**config.mk**
```make
export PLATFORM = sky130hd
export DESIGN_NAME = cool_heat_sequencer
export DESIGN_NICKNAME = d
export VERILOG_FILES = /design/src/rtl/cool_heat_sequencer.sv
export SDC_FILE = /design/constraint.sdc
export NUM_CORES = 1
export LEC_CHECK = 0
export BUFFER_PORTS_ARGS = -buffer_cell sky130_fd_sc_hd__buf_2
export CAP_MARGIN = 5
export CORE_MARGIN = 4
export CORE_UTILIZATION = 25
export DETAILED_ROUTE_END_ITERATION = 10
export SLEW_MARGIN = 20
export SYNTH_ARGS = -nofsm -noshare
export SYNTH_HDL_FRONTEND = slang
export SYNTH_SLANG_ARGS = --single-unit
```
**constraint.sdc**
```tcl
create_clock -name clk -period 17.28 [get_ports clk]
set_input_delay 0.864 -clock clk [delete_from_list [all_inputs] [get_ports clk]]
set_output_delay 0.864 -clock clk [all_outputs]
set_load 0.05 [all_outputs]
```
**src/rtl/cool_heat_sequencer.sv**
```systemverilog
// cool_heat_sequencer: heat/cool relay sequencer with a ramped fan-speed command.
//   IDLE waits for temp to leave the [t_low, t_high] band. HEAT or COOL then drives
//   its relay while the fan speed ramps toward an error-proportional target. An exit
//   requires a minimum dwell plus hysteresis; dropping en forces an exit at once.
//   DRAIN switches both relays off, ramps the fan to 0 and then returns to IDLE.
// Ports:
//   clk             rising-edge clock
//   arst            asynchronous active-low reset
//   en              system enable; low forces the shutdown sequence
//   temp            measured temperature (unsigned 8-bit)
//   t_low, t_high   heat and cool thresholds (unsigned 8-bit)
//   heater_on       registered heater relay enable
//   cooler_on       registered cooler relay enable
//   speed           registered fan duty, 0..256
//   state           current state: IDLE=00, HEAT=01, COOL=10, DRAIN=11
module cool_heat_sequencer #(
  parameter int RAMP_DIV  = 16,
  parameter int STEP      = 8,
  parameter int MIN_DWELL = 64,
  parameter int HYST      = 2
) (
  input  logic       clk,
  input  logic       arst,
  input  logic       en,
  input  logic [7:0] temp,
  input  logic [7:0] t_low,
  input  logic [7:0] t_high,
  output logic       heater_on,
  output logic       cooler_on,
  output logic [8:0] speed,
  output logic [1:0] state
);

  localparam int CW = (RAMP_DIV > 2) ? $clog2(RAMP_DIV) : 1;
  localparam int DW = $clog2(MIN_DWELL + 1);
  localparam logic [CW-1:0] TICK_LAST = CW'(RAMP_DIV - 1);
  localparam logic [DW-1:0] DWELL_MAX = DW'(MIN_DWELL);
  localparam logic [8:0]    STEP_V    = 9'(STEP);
  localparam logic [8:0]    HYST_V    = 9'(HYST);

  typedef enum logic [1:0] {IDLE = 2'b00, HEAT = 2'b01, COOL = 2'b10, DRAIN = 2'b11} state_t;

  state_t        state_q, state_d;
  logic [CW-1:0] tick_cnt_q, tick_cnt_d;
  logic [DW-1:0] dwell_q, dwell_d;
  logic [8:0]    speed_q, speed_d;
  logic          heater_q, heater_d, cooler_q, cooler_d;

  logic          tick;
  logic [7:0]    err;
  logic [12:0]   target_raw;
  logic [8:0]    target, diff, delta;
  logic [8:0]    heat_exit_thr, cool_exit_sum;

  assign tick = (state_q != IDLE) && (tick_cnt_q == TICK_LAST);

  // Exit thresholds are formed at 9 bits so t_low+HYST cannot wrap into reach.
  assign heat_exit_thr = {1'b0, t_low} + HYST_V;
  assign cool_exit_sum = {1'b0, temp} + HYST_V;

  always_comb begin
    err = '0;
    if (state_q == HEAT && t_low > temp) err = t_low - temp;
    if (state_q == COOL && temp > t_high) err = temp - t_high;
  end

  // 64 + 16*err needs 13 bits before the clamp at full duty.
  assign target_raw = 13'd64 + {1'b0, err, 4'b0000};
  always_comb begin
    target = '0;
    if (state_q == HEAT || state_q == COOL)
      target = (target_raw > 13'd256) ? 9'd256 : target_raw[8:0];
  end

  always_comb begin
    diff  = (target > speed_q) ? (target - speed_q) : (speed_q - target);
    delta = (diff < STEP_V) ? diff : STEP_V;
  end

  // Next-state logic.
  always_comb begin
    state_d = state_q;
    unique case (state_q)
      IDLE: begin
        if (en && t_low <= t_high) begin
          if (temp < t_low)       state_d = HEAT;
          else if (temp > t_high) state_d = COOL;
        end
      end
      HEAT: begin
        if (!en) state_d = DRAIN;
        else if (dwell_q == DWELL_MAX && {1'b0, temp} >= heat_exit_thr) state_d = DRAIN;
      end
      COOL: begin
        if (!en) state_d = DRAIN;
        else if (dwell_q == DWELL_MAX && cool_exit_sum <= {1'b0, t_high}) state_d = DRAIN;
      end
      DRAIN: begin
        if (speed_q == '0) state_d = IDLE;
      end
      default: state_d = IDLE;
    endcase
  end

  // Datapath next values.
  always_comb begin
    // Counter parks at 0 in IDLE and restarts from 0 when IDLE is left, so the
    // first tick lands RAMP_DIV cycles after the exit.
    tick_cnt_d = '0;
    if (state_q != IDLE && state_d != IDLE && !tick) tick_cnt_d = tick_cnt_q + 1'b1;

    // Dwell only runs while staying in HEAT/COOL; entry and exit both clear it.
    dwell_d = '0;
    if ((state_q == HEAT || state_q == COOL) && state_d == state_q)
      dwell_d = (dwell_q == DWELL_MAX) ? dwell_q : dwell_q + 1'b1;

    speed_d = speed_q;
    if (tick) speed_d = (target > speed_q) ? (speed_q + delta) : (speed_q - delta);
    if (state_d == IDLE) speed_d = '0;

    // Relays follow the next state so they assert together with the state change.
    heater_d = (state_d == HEAT);
    cooler_d = (state_d == COOL);
  end

  always_ff @(posedge clk or negedge arst) begin
    if (!arst) begin
      state_q    <= IDLE;
      tick_cnt_q <= '0;
      dwell_q    <= '0;
      speed_q    <= '0;
      heater_q   <= 1'b0;
      cooler_q   <= 1'b0;
    end else begin
      state_q    <= state_d;
      tick_cnt_q <= tick_cnt_d;
      dwell_q    <= dwell_d;
      speed_q    <= speed_d;
      heater_q   <= heater_d;
      cooler_q   <= cooler_d;
    end
  end

  assign heater_on = heater_q;
  assign cooler_on = cooler_q;
  assign speed     = speed_q;
  assign state     = state_q;

endmodule

```
==> metrics.md <==
| Metric | Value |
|---|---|
| Status | finished, final reports clean |
| Die width | between 100 and 150 um |
| Core region area | roughly 15000 um2 |
| Sink Count | 24 |
| Fillers | about 1600 |
| Largest net degree at the start of global routing | 25 |
| Average size of a mapped cell | about 8 um2 |
| RSZ-0062 raised after global routing | false |
| Internal Power | 278 uW |
| Final Cell Area | between 4000 and 5000 um2 |
| CTS H-tree lvls | 1 |
| DR iter-0 viols | 198 |
| Final period util | 0.475 |
| Crit end category | register |
| Most frequent cell on the critical path | ha_1 |
| Cell Area, Synth | slightly below 4000 um2 |
| WHS Endpoint | tick_cnt_q[0]$_DFF_PN0_ |
| Num rows | between 40 and 50 |
| Final setup TNS | 0 ns |
| Fin worst setup slack | roughly 9.1 ns |
| Number of cells on the worst reg-to-reg path | 33 |
| CTS tree | yes |
| Seq cells post-synth | 24 |
| Seq/Total Area, Yosys | 0.156 |
| Hold path startpoint | tick_cnt_q[0]$_DFF_PN0_ |
| Post-synth EDFFs | 0 |
| Post-CTS Hold Buffers | 0 |
| Reported net switching power | 260 uW |
| Logic pwr share | 0.743 |
| Crit path DAT | about 8.3 ns |
| Layout Nets | 617 |
| Final hold violations | 0 |
| Final WL | 9920 um |
| Mapped Cells | 483 |
| Worst-Skew Late Latency | around 0.26 ns |
| First-pass GRT wire length | 16600 um |
| # IOs | 40 |
| Post-Syn Nets | 580 |
| Inserted Diodes | 0 |
| Max Slew Vio Count | 0 |
| Worst path slowest cell | fa_1 |
| Clock buffer depth | 2 |
| Full die area | 17400 um2 |
| Worst Tran Pin Value | around 0.74 ns |
| Drc violations | 0 |
| Reg-to-reg endpoint | speed[8]$_DFFE_PN0P_ |
| Final ANT Viol Nets | 0 |
| Max-cap violations | 0 |
| Worst path required time | ~17 ns |
| Placement Cell Area | between 4000 and 5000 um2 |
| Maximum vdd drop | 0.0515 mV |
| Setup crit start kind | input pin |
| Clock power share | 0.124 |
| Hold Path Depth | 1 |
| Root buf cell | clkbuf_16 |
| DP Worst Slack | 8.83 ns |
| Fmax | between 0.1 and 0.15 GHz |
| Die Span Y | around 130 um |
| Antenna violations before repair | 0 |
| Grt total ovfl | 0 |
| Vias per Instance | ~5 |
| Drt wl/cell | roughly 14 um |
| Routed via count | between 3000 and 4000 |
| Setup Buffers After CTS | 0 |
| Final std cells w/o fill | 707 |
| Drt pass-1 iters | 4 |
| Yosys warning total | 0 |
| CP peak stage delay | between 0.4 and 0.5 ns |
| Power share of the sequential group | 0.133 |
| Switching share of power | 0.484 |
| CP bufs+invs | 3 |
| Hold/Removal Path Class | reg2reg |
| Fin crit period | between 8 and 9 ns |
| Worst Skew | 0.00249 ns |
| RR Startpoint | state[0]$_DFF_PN0_ |
| DP Wirelength | about 8100 um |
| Setup violations, final | 0 |
| Primary FF master, synth | dfrtp_1 |
| Gp weighted congestion | around 0.84 |
| Pwr Density | between 100 and 150 nW/um2 |
| Ys async rst share | 1.00 |
| Clock slew at reported path FFs | ~0.060 ns |
| Max FO, Critical Path | 12 |
| Worst path top cell family by delay | compound AO/OA/AOI/OAI gates |
| Area Growth Syn to Fin | 13.1% |
| Dpl cells | roughly 700 |
| Relative slew slack | 0.505 |
| Leakage | 2.00 nW |
| Vias in the first global route | about 3500 |
| Unique cell type count in the Yosys netlist | 68 |
| All-Layer GR Usage | 0.111 |
| FF-to-FF setup slack | around 10 ns |
| Post-CTS Resized | 0 |
| Num CTS Buffers | 3 |
| Setup CP Type | in2reg |
| Hold_ws | ~0.46 ns |
| Share of cells above drive strength 1 | 0.110 |
| Starting Density | 0.254 |
| IO buf count | 39 |
flip-flops by register name, summed over array words and instances, names as in the netlist:
signal and count:
cooler_on 1, dwell_q 7, heater_on 1, speed 9
state 2, tick_cnt_q 4
cells in the final DEF, fill, tap and decap left out, types with 3 or more instances in the layout:
cell type  netlist  routed
dfrtp_1         24      24
xnor2_1         23      23
xor2_1           8       8
nand4_1         13      13
o22a_1           3       3
inv_1           43      43
mux2i_1          4       4
o21bai_1         3       3
nor3_1          15      15
nor2_1          35      35
a211oi_1         9       9
buf_2            1      39
or2_2            4       4
nor3b_1          4       4
nor2b_1         10      10
nand2b_1         4       4
o31a_1           5       5
a21o_1          16      16
nand4b_1         4       4
o31ai_1          7       7
o21a_1          10      10
o21ai_0         22      22
or3_1            7       7
ha_1            66      66
clkbuf_16        0       3
fa_1             4       4
a21oi_1         24      23
and2_1           3       3
nor4_1           4       4
and3_1           5       5
nand3_1         16      16
nand2_1         38      38
power groups by stage:
stage          Clock (mW)  Combinational, mW  Sequential [mW]
6_report           0.0667              0.400           0.0714
5_1_grt            0.0717              0.446           0.0732
4_1_cts            0.0688              0.400           0.0719
3_5_place_dp            0              0.394           0.0729
3_3_place_gp            0              0.396           0.0724
2_1_floorplan           0              0.309           0.0831
cell usage after synthesis, types with 3 or more instances:
library cell / count / area, um2
ha_1: 66 / 826
inv_1: 43 / 161
nand2_1: 38 / 143
nor2_1: 35 / 131
a21oi_1: 24 / 120
dfrtp_1: 24 / 601
xnor2_1: 23 / 201
o21ai_0: 22 / 110
a21o_1: 16 / 120
nand3_1: 16 / 80.1
nor3_1: 15 / 75.1
nand4_1: 13 / 81.3
nor2b_1: 10 / 62.6
o21a_1: 10 / 75.1
a211oi_1: 9 / 67.6
xor2_1: 8 / 70.1
o31ai_1: 7 / 52.6
or3_1: 7 / 43.8
and3_1: 5 / 31.3
o31a_1: 5 / 43.8
clkbuf_1: 4 / 15.0
fa_1: 4 / 80.1
mux2i_1: 4 / 40.0
nand2b_1: 4 / 25.0
nand4b_1: 4 / 35.0
nor3b_1: 4 / 30.0
nor4_1: 4 / 25.0
or2_2: 4 / 25.0
and2_1: 3 / 18.8
o21bai_1: 3 / 22.5
o22a_1: 3 / 26.3
routing by layer:
metal  vias up  wire length (um)  track usage
met5         -                 0            0
met2        63              4640        0.189
met3         6               322       0.0156
met1      1673              4900        0.153
met4         0                59       0.0146
li1       1851                 -            -
final cells by class:
type	instances	area, um2	area share
clock buffer	3	75.1	0.0172
clock inverter	1	30.0	0.00690
inverter	43	161	0.0371
multi-input combinational	409	3060	0.702
sequential	24	601	0.138
tap	188	235	0.0540
timing repair buffer	39	195	0.0448
cell families (layout without fill, tap and decap cells):
logic type / Yosys count / after routing / share of synthesized area
and+or+nand+nor: 175 / 175 / 0.240
AOI/OAI and AO/OA: 127 / 127 / 0.233
adders and majority gates: 70 / 70 / 0.235
buffers and inverters: 50 / 86 / 0.0510
xor gates and xnor gates: 31 / 31 / 0.0705
DFF: 24 / 24 / 0.156
muxes: 5 / 5 / 0.0133
other: 1 / 1 / 0.000974
through the flow:
| step | total power [mW] | utilization |
|---|---|---|
| 4_1_cts | 0.540 | 0.287 |
| 5_1_grt | 0.591 | 0.287 |
| 3_5_place_dp | 0.467 | 0.280 |
| 6_report | 0.538 | 0.287 |
| 3_3_place_gp | 0.469 | 0.280 |
| 2_1_floorplan | 0.393 | - |
how the worst max path moves through the flow:
stage | startpoint | end | cells past startpoint
final | temp[0] | speed[8]$_DFFE_PN0P_ | 37
after CTS | temp[0] | speed[8]$_DFFE_PN0P_ | 38
after global routing | temp[0] | speed[8]$_DFFE_PN0P_ | 38
after global placement | temp[0] | speed[8]$_DFFE_PN0P_ | 38
after detailed placement | temp[0] | speed[8]$_DFFE_PN0P_ | 37
after floorplan | temp[0] | speed[8]$_DFFE_PN0P_ | 38
No activity file was read; power rests on OpenSTA's default activity.
